### config.mk
export PLATFORM = sky130hd
export DESIGN_NAME = round_sequencer
export DESIGN_NICKNAME = d
export VERILOG_FILES = /design/src/rtl/round_sequencer_pkg.sv /design/src/rtl/round_sequencer_pulse_delay.sv /design/src/rtl/round_sequencer.sv
export SDC_FILE = /design/constraint.sdc
export NUM_CORES = 1
export LEC_CHECK = 0
export ABC_AREA = 1
export CELL_PAD_IN_SITES_DETAIL_PLACEMENT = 1
export CELL_PAD_IN_SITES_GLOBAL_PLACEMENT = 2
export CORE_MARGIN = 2
export CORE_UTILIZATION = 31
export CTS_BUF_LIST = sky130_fd_sc_hd__clkbuf_4 sky130_fd_sc_hd__clkbuf_8
export DETAILED_ROUTE_END_ITERATION = 8
export PLACE_DENSITY_LB_ADDON = 0.2
export RECOVER_POWER = 25
export REMOVE_ABC_BUFFERS = 1
export SLEW_MARGIN = 25
export SYNTH_ARGS = -nofsm -noshare
export SYNTH_HDL_FRONTEND = slang
export SYNTH_SLANG_ARGS = --single-unit
### constraint.sdc
create_clock -name clk -period 1.9 [get_ports clk]
set_clock_uncertainty 0.05 [all_clocks]
set_input_delay 0.38 -clock clk [delete_from_list [all_inputs] [get_ports clk]]
set_output_delay 0.38 -clock clk [all_outputs]
set_load 0.05 [all_outputs]
### src/rtl/round_sequencer_pkg.sv
// Shared constants and state type for the 80-round message scheduler sequencer.
package round_sequencer_pkg;

   localparam int ROUNDS     = 80;
   localparam int LOAD_WORDS = 16;
   localparam int PHASE_LEN  = 20;
   localparam int A_LATENCY  = 6;

   typedef enum logic [1:0] {
      IDLE,
      PRE,
      RUN,
      DRAIN
   } state_t;

   // Rounds 19, 39 and 59 precede a phase change seen one stage later.
   function automatic logic is_phase_end(input logic [6:0] r);
      return (r == 7'(PHASE_LEN - 1)) || (r == 7'(2 * PHASE_LEN - 1)) ||
             (r == 7'(3 * PHASE_LEN - 1));
   endfunction

endpackage

### src/rtl/round_sequencer_pulse_delay.sv
// N-stage single-bit shift register with synchronous clear.
module pulse_delay #(
   parameter int N = 6
) (
   input  logic clk,
   input  logic clear,
   input  logic din,
   output logic dout
);

   logic [N-1:0] taps;

   always_ff @(posedge clk) begin
      if (clear) begin
         taps <= '0;
      end else begin
         taps <= {taps[N-2:0], din};
      end
   end

   assign dout = taps[N-1];

endmodule

### src/rtl/round_sequencer.sv
// Round sequencer: steps rounds 0..79 per accepted block and flags the final
// A value after the datapath latency; back-to-back blocks run without a bubble.
module round_sequencer (
   input  logic       clk,
   input  logic       rst,
   input  logic       start_valid,
   output logic       start_ready,
   output logic       word_rd,
   output logic       load6,
   output logic       phase_advance7,
   output logic [6:0] round,
   output logic       busy,
   output logic       result_valid
);

   import round_sequencer_pkg::*;

   state_t     state;
   state_t     state_next;
   logic [6:0] round_q;
   logic [6:0] round_next;
   logic       last_round;
   logic       accept;

   assign last_round  = (state == RUN) && (round_q == 7'(ROUNDS - 1));
   // Reset wins over a simultaneous request, so readiness is masked by rst.
   assign start_ready = !rst && ((state == IDLE) || (state == DRAIN) || last_round);
   assign accept      = start_valid && start_ready;

   always_comb begin
      state_next     = state;
      round_next     = round_q;
      phase_advance7 = 1'b0;
      case (state)
         IDLE: begin
            if (accept) begin
               phase_advance7 = 1'b1;
               state_next     = RUN;
               round_next     = '0;
            end
         end
         PRE: begin
            phase_advance7 = 1'b1;
            state_next     = RUN;
            round_next     = '0;
         end
         RUN: begin
            if (last_round) begin
               round_next = '0;
               if (accept) begin
                  phase_advance7 = 1'b1;
               end else begin
                  state_next = DRAIN;
               end
            end else begin
               round_next     = round_q + 7'd1;
               phase_advance7 = is_phase_end(round_q);
            end
         end
         DRAIN: begin
            // A request here still needs its phase_advance7 cycle before round 0.
            if (accept) begin
               state_next = PRE;
            end else if (result_valid) begin
               state_next = IDLE;
            end
         end
         default: begin
            state_next = IDLE;
            round_next = '0;
         end
      endcase
   end

   always_ff @(posedge clk) begin
      if (rst) begin
         state   <= IDLE;
         round_q <= '0;
      end else begin
         state   <= state_next;
         round_q <= round_next;
      end
   end

   always_ff @(posedge clk) begin
      if (!rst) begin
         assert (round_q <= 7'(ROUNDS - 1));
      end
   end

   assign load6   = (state == RUN) && (round_q < 7'(LOAD_WORDS));
   assign word_rd = load6;
   assign round   = round_q;
   assign busy    = (state != IDLE);

   // One pulse per round-79 cycle, so overlapping blocks each get their own.
   pulse_delay #(
      .N(A_LATENCY)
   ) u_result_delay (
      .clk  (clk),
      .clear(rst),
      .din  (last_round),
      .dout (result_valid)
   );

endmodule

After elaboration in Yosys (flattened, before gate mapping)
Cells that the tools add are included.

word-level totals
  bits of input ports = 3
  bits in registers = 15

operators by class
  reductions and logical operators = 14
  $add $sub $neg = 1
  equality and inequality tests = 11
  multiplexer cells = 12
  magnitude comparators = 1

operators with widths
  operator               number
  $pmux W7 S3            1
  $eq A7 B6 Y1 const B   2
  $mux W7                2
  $mux W2                5
  $pmux W2 S4            1
  $add A7 B1 Y7 const B  1
  $eq A7 B5 Y1 const B   1
  $eq A7 B7 Y1 const B   1
  $lt A7 B5 Y1 const B   1
  $ne A2 B2 Y1 const B   3
  $eq A2 B2 Y1 const B   2
  $logic_and A1 B1 Y1    4
  $logic_or A1 B1 Y1     4
  $reduce_and A4 Y1      1
  $ne A3 B2 Y1 const B   1
  $pmux W1 S3            1
  $reduce_bool A3 Y1     1
  $eq A2 B1 Y1 const B   1
  $logic_not A2 Y1       1
  $mux W1                2
  $reduce_and A2 Y1      1
  $reduce_bool A2 Y1     1
  $logic_not A1 Y1       1

Depth between registers and ports, before layout
Gate-level depths: netlist of the first run.

  depth after elaboration = 8
  depth in mapped cells = 12
  depth with buffers taken out = 11

By module
Synthesis of the first run repeated with hierarchy kept, for this count alone.

second synthesis, totals
  cells, all modules = 128
  area, all modules = 905.9 µm²

by module, submodules not included
  module           sequential area each (µm²)  cells each  instances  area an instance (µm²)
  round_sequencer  180.2                       110         1          740.7
  pulse_delay      120.1                       18          1          165.2

Worst setup path after synthesis of the first run
Ideal clock, no wire load.

  kind = register -> output
  start point = register round_q[0] (netlist: round[0])
  end point = output port phase_advance7
  required time = 1470 ps
  path slack = -1099 ps
  arrival time = 2569 ps
  stages on the path, launching flop included = 8
  cells stage by stage = dfxtp_1 -> ha_1 -> nand3_4 -> nor2_4 -> nand3_2 -> nand2_2 -> nand3_1 -> a21oi_1

on the way
  word-level cells in the longest chain between the ends = 8
  elaborated cells between the ends (all ways) = 13
  those cells by class = 4 x eq/ne; 3 x mux; 6 x reduce/logical

RTL lines
  element                   line                                          RTL
  start: declaration        round_sequencer.sv:20                         logic [6:0] round_q;
  start signal: assignment  round_sequencer.sv:81                         round_q <= round_next;
  $eq A7 B7 Y1 (*)          round_sequencer.sv:25                         assign last_round = (state == RUN) && (round_q == 7'(ROUNDS - 1));
  $logic_and A1 B1 Y1 (*)   round_sequencer.sv:25
  $logic_or A1 B1 Y1 (*)    round_sequencer.sv:27                         assign start_ready = !rst && ((state == IDLE) || (state == DRAIN) || last_round);
  $logic_and A1 B1 Y1 (*)   round_sequencer.sv:27
  named net start_ready     round_sequencer.sv:7                          output logic start_ready,
  $logic_and A1 B1 Y1 (*)   round_sequencer.sv:28                         assign accept = start_valid && start_ready;
  $mux W1 (*)               round_sequencer.sv:36, round_sequencer.sv:50
  $mux W1                   round_sequencer.sv:48                         if (last_round) begin
  $pmux W1 S3 (*)           round_sequencer.sv:34                         case (state)
  end: declaration          round_sequencer.sv:10                         output logic phase_advance7,

The timed path passes the listed nets; every way through them passes the cells marked *.

Final worst setup path of the first run
  start point = register round_q[0] (netlist: round[0])
  end point = register u_result_delay.taps[0]

on the way
  word-level cells in the longest chain between the ends = 2

RTL lines
  element                 line                               RTL
  $eq A7 B7 Y1            round_sequencer.sv:25
  $logic_and A1 B1 Y1     round_sequencer.sv:25
  end signal: assignment  round_sequencer_pulse_delay.sv:17  taps <= {taps[N-2:0], din};
  end: declaration        round_sequencer_pulse_delay.sv:11  logic [N-1:0] taps;

Every way passes these cells.
A chain may end at the register's enable or synchronous reset.

==> flow_summary_export.csv, run 1 <==
group,metric,value,unit
setup_path,critPathCaptureType,"flip-flop",
setup_path,critPathLaunch,"round[0]",
yosys,async_flop_share,0,%
timing,clock.fmax,0.467,GHz
cts,cts_sinks,15,
timing,timing.final.crit_share,113,%
yosys,yosysTopAreaCellShare,31.5,%
floorplanning,dieArea,0.00354,sq mm
yosys,avgSynthCellArea,7.46,sq um
timing,hold_viol,0,
floorplanning,fp.coreArea,0.00298,sq mm
cts,worstSkewPairLatency,0.29,ns
final_layout,multi_input_area,637,sq um
route,vias,1036,
setup_path,crit_type,"flip-flop to flip-flop",
yosys,ys_seq_elements,15,
timing,hold-worst-slack,0.361,ns
yosys,synth_top_cell_by_area,"dfxtp_1",
timing,postLayoutSetupSlackWorst,-0.242,ns
cts,cts.clk_slew.worst_paths,0.10,ns
yosys,synth_cell_types,26,
power,p_leak,0.703,nW
setup_path,reg2reg_to,"u_result_delay.taps[0]",
yosys,synth_area_leaders,"dfxtp_1 31%, nand2_1 8.3%, ha_1 7.9%, inv_1 7.1%, nand3_4 5.5%",
outcome,status,"finished with violations",
setup_path,cp.required,2.10,ns
yosys,synth_warnings,0,
yosys,synthesis.area,955,sq um
final_layout,areaGrowthSynthToFinish,70.0,%
route,drt_first_pass_iters,4,
final_layout,final_cell_area,0.00162,sq mm
cts,cts_max_path_buffers,2,
placement,place_area,0.00133,sq mm
final_layout,finish.utilization,54.5,%
final_layout,fillCellCount,353,
timing,final_max_slew_viol_count,0,
global_route,gr-total-overflow,0,
cts,cts_buffers,3,
global_route,first_global_vias,1113,
floorplanning,rows,20,
yosys,ys.flop_type,"dfxtp_1",
power,ir_drop,0.000506,V
timing,tightestPinTransition,0.541,ns
flow_run,drv_cap,0,
timing,slew_headroom,63.9,%
final_layout,antenna_cells,0,
outcome,violations,"negative setup slack",
setup_path,r2r-start,"round[0]",
placement,place.port_buffers,15,
global_route,grt_pass1_wl,5240,um
global_route,grt_max_degree,13,
timing,setup_violations,5,
placement,place_ws,-0.262,ns
global_route,groute.usage.overall,20.2,%
setup_path,path_max_fanout,4,
timing,period_minus_slack,2.14,ns
placement,hpwl,2050,um
global_route,antenna_found_initial,0,
route,drc,0,
route,drt_iter0_markers,12,
floorplanning,pin_count,16,
final_layout,finalNetCount,193,
yosys,synth_edf_count,0,
worst_hold_path,hold_path.class,"flip-flop to flip-flop",
yosys,yosysMostFrequentCell,"nand2_1",
final_layout,drive_gt1_share,50.3,%
route,wl_per_cell,14.8,um
setup_path,endpoint,"u_result_delay.taps[0]",
power,power_density,1480,mW/mm^2
yosys,ys_seq_area_share,31.5,%
route,vias_per_cell,4.80,
final_layout,stdcell_count,216,
floorplanning,fp.dieH,59.5,um
cts,cts_root_buf,"clkbuf_4",
floorplanning,chipWidth,59.5,um
yosys,syn-instance-count,128,
placement,gp_congestion,0.793,
yosys,synth_common_cells,"21 x nand2_1, 18 x inv_1, 15 x dfxtp_1",
floorplanning,start_util,32.1,%
cts,cts.htree.levels,1,
route,drt-total-wl,3200,um
final_layout,seqCellArea,309,sq um
route,antenna_left,0,
setup_path,critPathArrivalTime,2.34,ns
setup_path,start_kind,"flip-flop",
cts,cts_tree,"yes",
setup_path,r2r_cells,15,
setup_path,ff2ff_setup_slack,-0.24,ns
placement,dp_cells,197,
timing,rsz0062_at_grt,"yes",
critical path, stage by stage (launching register included):
cell	delay, ns
dfxtp_2	0.37
ha_4	0.16
nand3_4	0.12
nor2_4	0.17
nand3_4	0.10
buf_4	0.15
buf_6	0.11
buf_4	0.12
buf_6	0.10
buf_6	0.10
buf_6	0.10
buf_6	0.10
buf_6	0.10
buf_6	0.10
buf_6	0.10
inv_2	0.04
report_power, final:
part	leakage (nW)	internal [mW]	total, mW	switching, mW
sequential	0.124	0.366	0.412	0.0459
combinational	0.561	0.799	1.80	0.999
clock	0.0177	0.0783	0.192	0.114
total	0.703	1.24	2.40	1.16
cell usage in the layout (no fill, tap or decap), types with 3 or more instances in the layout:
cell type	synthesis	final
nand3_1	9	8
clkbuf_4	0	3
nor3_1	6	6
nor2_2	3	3
buf_6	2	13
nand2_1	21	18
nand3_4	3	4
o21ai_0	5	4
inv_2	1	4
buf_12	0	5
dfxtp_2	0	4
a21oi_1	8	6
ha_1	6	3
buf_4	1	33
dfxtp_1	15	10
nand2_4	3	6
nor2_1	13	12
inv_1	18	13
ha_4	0	3
cells by family after synthesis:
group	after synthesis	share of synthesized area (%)
adder cells (fa/ha/maj)	6	7.86
flip-flops	15	31.5
XOR/XNOR	2	1.84
buffers and inverters	24	11.9
AND/OR/NAND/NOR	65	38.1
AO/OA/AOI/OAI	16	8.78
worst min-delay path by stage:
stage / startpoint / to / cells past startpoint
global route: u_result_delay.taps[2] / u_result_delay.taps[3] / 2
finish: u_result_delay.taps[2] / u_result_delay.taps[3] / 2
CTS: u_result_delay.taps[2] / u_result_delay.taps[3] / 2
detailed placement: u_result_delay.taps[2] / u_result_delay.taps[3] / 2
global placement: u_result_delay.taps[4] / u_result_delay.taps[5] / 2
floorplan: u_result_delay.taps[0] / u_result_delay.taps[1] / 2
per-stage QoR:
step	power [mW]	TNS [ns]
after global placement	1.92	-0.238
after CTS	2.38	-0.517
final	2.40	-0.594
after global routing	2.55	-0.943
after detailed placement	1.95	-0.278
after floorplan	1.24	-3.11
layout make-up:
class | count | area share, %
timing repair buffer | 54 | 31.9
sequential | 15 | 19.0
multi-input combinational | 89 | 39.2
clock buffer | 3 | 1.39
tap | 33 | 2.54
inverter | 21 | 5.55
clock inverter | 1 | 0.308
registers in the layout, summed over array words and instances (netlist names):
name                 count
u_result_delay.taps      6
state                    2
round                    7
repair_timing:
item                                    in CTS  in global routing
buffers inserted                            12                  6
hold buffers                                 0                  0
pin swaps                                   11                 10
endpoints found under the setup margin       4                  5
resized for setup                           38                 10
per-layer routing:
metal | track usage [%] | vias up | wire length [um]
met5 | 0 | - | 0
met4 | 6.35 | 0 | 40
met3 | 2.84 | 5 | 55
met2 | 35.9 | 16 | 1690
met1 | 24.8 | 497 | 1410
li1 | - | 518 | -
Note: power is estimated with default switching activity, not from simulation.
==> inputs of run 2 (changes only) <==
--- a/config.mk
+++ b/config.mk
@@ -5,16 +5,14 @@
 export SDC_FILE = /design/constraint.sdc
 export NUM_CORES = 1
 export LEC_CHECK = 0
-export ABC_AREA = 1
 export CELL_PAD_IN_SITES_DETAIL_PLACEMENT = 1
 export CELL_PAD_IN_SITES_GLOBAL_PLACEMENT = 2
 export CORE_MARGIN = 2
-export CORE_UTILIZATION = 31
+export CORE_UTILIZATION = 33
 export CTS_BUF_LIST = sky130_fd_sc_hd__clkbuf_4 sky130_fd_sc_hd__clkbuf_8
 export DETAILED_ROUTE_END_ITERATION = 8
 export PLACE_DENSITY_LB_ADDON = 0.2
 export RECOVER_POWER = 25
-export REMOVE_ABC_BUFFERS = 1
 export SLEW_MARGIN = 25
 export SYNTH_ARGS = -nofsm -noshare
 export SYNTH_HDL_FRONTEND = slang
==> run 2 against run 1 <==
The run still ends with negative setup slack left; combinational power down 23%; maximum frequency down 4.0%; register-to-register slack better by 0.31 ns; final area down 8.7%; first-iteration DRC count up 50%; sequential share of layout area up 2.8 points.
==> flow_summary_export.csv, run 2 <==
group,metric,value,unit
cts,cts_buffers,3,
yosys,synth_common_cells,"15 x dfxtp_1, 9 x inv_1, 7 x a21oi_1",
cts,cts_sinks,15,
yosys,async_flop_share,0,%
global_route,groute.usage.overall,19.1,%
floorplanning,start_util,34.4,%
route,wl_per_cell,17.2,um
setup_path,reg2reg_to,"round[5]",
yosys,ys_seq_area_share,31.9,%
global_route,gr-total-overflow,0,
yosys,syn-instance-count,104,
power,ir_drop,0.00100,V
route,vias_per_cell,5.45,
floorplanning,dieArea,0.00329,sq mm
timing,final_max_slew_viol_count,0,
final_layout,finalNetCount,151,
setup_path,critPathArrivalTime,1.80,ns
route,drt-total-wl,2950,um
timing,slew_headroom,71.4,%
cts,worstSkewPairLatency,0.30,ns
outcome,status,"finished with violations",
setup_path,cp.required,1.47,ns
placement,dp_cells,166,
placement,hpwl,2250,um
placement,place.port_buffers,15,
final_layout,final_cell_mix,"29 x buf_4, 7 x inv_1, 6 x nor2b_1, 6 x dfxtp_1",
global_route,first_global_vias,1002,
power,internal-power,1.08,mW
timing,hold_viol,0,
yosys,ys_seq_elements,15,
power,pwr-share-clk,10.1,%
global_route,antenna_found_initial,0,
route,antenna_left,0,
timing,timing.final.crit_share,117,%
final_layout,areaGrowthSynthToFinish,57.4,%
final_layout,drive_gt1_share,51.1,%
worst_hold_path,hold_path.class,"flip-flop to flip-flop",
timing,tightestPinTransition,0.426,ns
global_route,grt_pass1_wl,4840,um
timing,rsz0062_at_grt,"yes",
power,combPwrFrac,70.0,%
yosys,yosysMostFrequentCell,"dfxtp_1",
setup_path,r2r-start,"state[0]",
timing,postLayoutSetupSlackWorst,-0.332,ns
final_layout,stdcell_count,172,
power,power_density,1340,mW/mm^2
flow_run,drv_cap,0,
floorplanning,pin_count,16,
setup_path,start_kind,"flip-flop",
yosys,avgSynthCellArea,9.05,sq um
power,p_leak,0.599,nW
global_route,grt_max_degree,11,
yosys,synth_edf_count,0,
yosys,synth_area_leaders,"dfxtp_1 32%, ha_1 8.0%, a211oi_1 4.0%, nor2b_1 4.0%, a21oi_1 3.7%",
cts,cts_tree,"yes",
power,power.net_switching,0.906,mW
cts,cts.clk_slew.worst_paths,0.12,ns
power,power.total,1.98,mW
setup_path,critPathCaptureType,"output port",
timing,period_minus_slack,2.23,ns
cts,cts_max_path_buffers,2,
power,switching_share,45.6,%
yosys,ys.flop_type,"dfxtp_1",
yosys,synth_top_cell_by_area,"dfxtp_1",
route,drt_first_pass_iters,3,
yosys,yosysTopAreaCellShare,31.9,%
final_layout,antenna_cells,0,
floorplanning,rows,19,
setup_path,path_max_fanout,3,
route,vias,937,
yosys,synth_warnings,0,
final_layout,largest_reg_flops,7,
worst_hold_path,hold_depth,1,
outcome,violations,"negative setup slack",
yosys,syn_nets,113,
setup_path,ff2ff_setup_slack,0.07,ns
timing,clock.fmax,0.448,GHz
cts,cts.htree.levels,1,
route,drc,0,
cts,cts_root_buf,"clkbuf_4",
floorplanning,fp.dieH,57.4,um
worst_hold_path,hp-start,"u_result_delay.taps[2]",
final_layout,layout_commonest_cell,"buf_4",
route,drt_iter0_markers,18,
placement,gp_congestion,0.783,
worst_hold_path,hold_end,"u_result_delay.taps[3]",
power,pwr-share-seq,19.9,%
floorplanning,fp.coreArea,0.00273,sq mm
timing,setup_violations,4,
yosys,synth_cell_types,41,
setup_path,crit_type,"flip-flop to output port",
floorplanning,chipWidth,57.4,um
yosys,synthesis.area,941,sq um
setup_path,r2r_cells,8,
run 2: cell types whose count changed after synthesis, sizes merged, moves of 3 or more:
| cell | before | now |
|---|---|---|
| a211o | 0 | 3 |
| a211oi | 0 | 5 |
| and3 | 0 | 4 |
| inv | 19 | 9 |
| nand2 | 25 | 1 |
| nand3 | 14 | 5 |
| nor2 | 17 | 3 |
| nor2b | 0 | 6 |
| nor3 | 6 | 3 |
| o211ai | 1 | 4 |
| o21ai | 6 | 3 |
run 2: repair_timing:
item,CTS,global route
setup endpoints to repair,5,13
resized for setup,4,13
setup buffers,3,0
hold buffers,0,0
gates cloned,0,0
pin swaps,2,3
run 2: worst max-delay path by stage:
| stage | start | endpoint | slack, ns |
|---|---|---|---|
| 2_1_floorplan | state[0] | word_rd | -0.11 |
| 3_3_place_gp | rst | round[5] | -0.17 |
| 3_5_place_dp | rst | round[5] | -0.22 |
| 4_1_cts | state[0] | phase_advance7 | -0.35 |
| 5_1_grt | state[0] | phase_advance7 | -0.40 |
| 6_report | state[0] | phase_advance7 | -0.33 |
run 2: cells by family after synthesis:
family | Yosys count | synth area share, %
xor gates and xnor gates | 1 | 0.931
muxes | 1 | 1.06
buffers and inverters | 13 | 6.78
DFF | 15 | 31.9
and+or+nand+nor | 32 | 22.5
AOI/OAI and AO/OA | 36 | 28.9
adders and majority gates | 6 | 7.98
run 2: power by group through the flow:
stage                     clock network, mW  registers [mW]  logic, mW
after CTS                             0.210           0.388       1.35
after detailed placement                  0           0.392       1.29
final                                 0.201           0.395       1.39
after floorplan                           0           0.430      0.714
after global routing                  0.222           0.400       1.48
after global placement                    0           0.389       1.26
run 2: area by class of cell:
cell class                 count  area (sq um)
clock buffer                   3          22.5
clock inverter                 1          5.00
fill                         314          1250
inverter                       9          36.3
multi-input combinational     76           706
sequential                    15           324
tap                           31          38.8
timing repair buffer          37           349
run 2: routing by layer:
| layer | track usage, % | share of wire, % |
|---|---|---|
| met5 | 0 | 0 |
| met4 | 5.32 | 1.4 |
| met3 | 2.95 | 2.4 |
| met2 | 33.9 | 51 |
| met1 | 23.8 | 45 |
run 2: through the flow:
step	area, sq um	hold WS [ns]	setup slack, ns	utilization (%)	TNS, ns
detailed placement	1370	0.382	-0.224	49.9	-1.70
global route	1480	0.418	-0.398	54.2	-0.924
global placement	1370	0.378	-0.167	49.9	-1.26
finish	1480	0.408	-0.332	54.2	-0.666
floorplan	1030	0.364	-0.112	-	-0.208
CTS	1440	0.413	-0.350	52.7	-0.840
run 2: critical path, cell delays in order, from the launching register on:
cell      delay, ns
dfxtp_2        0.35
inv_4          0.07
ha_4           0.14
and4bb_2       0.28
nand2_4        0.06
a211o_1        0.29
a21oi_4        0.16
buf_12         0.15
==> inputs of run 3 (changes only) <==
--- a/config.mk
+++ b/config.mk
@@ -10,6 +10,7 @@
 export CORE_MARGIN = 2
 export CORE_UTILIZATION = 33
 export CTS_BUF_LIST = sky130_fd_sc_hd__clkbuf_4 sky130_fd_sc_hd__clkbuf_8
+export CTS_CLUSTER_DIAMETER = 80
 export DETAILED_ROUTE_END_ITERATION = 8
 export PLACE_DENSITY_LB_ADDON = 0.2
 export RECOVER_POWER = 25
==> results of run 3 <==
Final layout, timing and power as in run 2 (identical DEF).
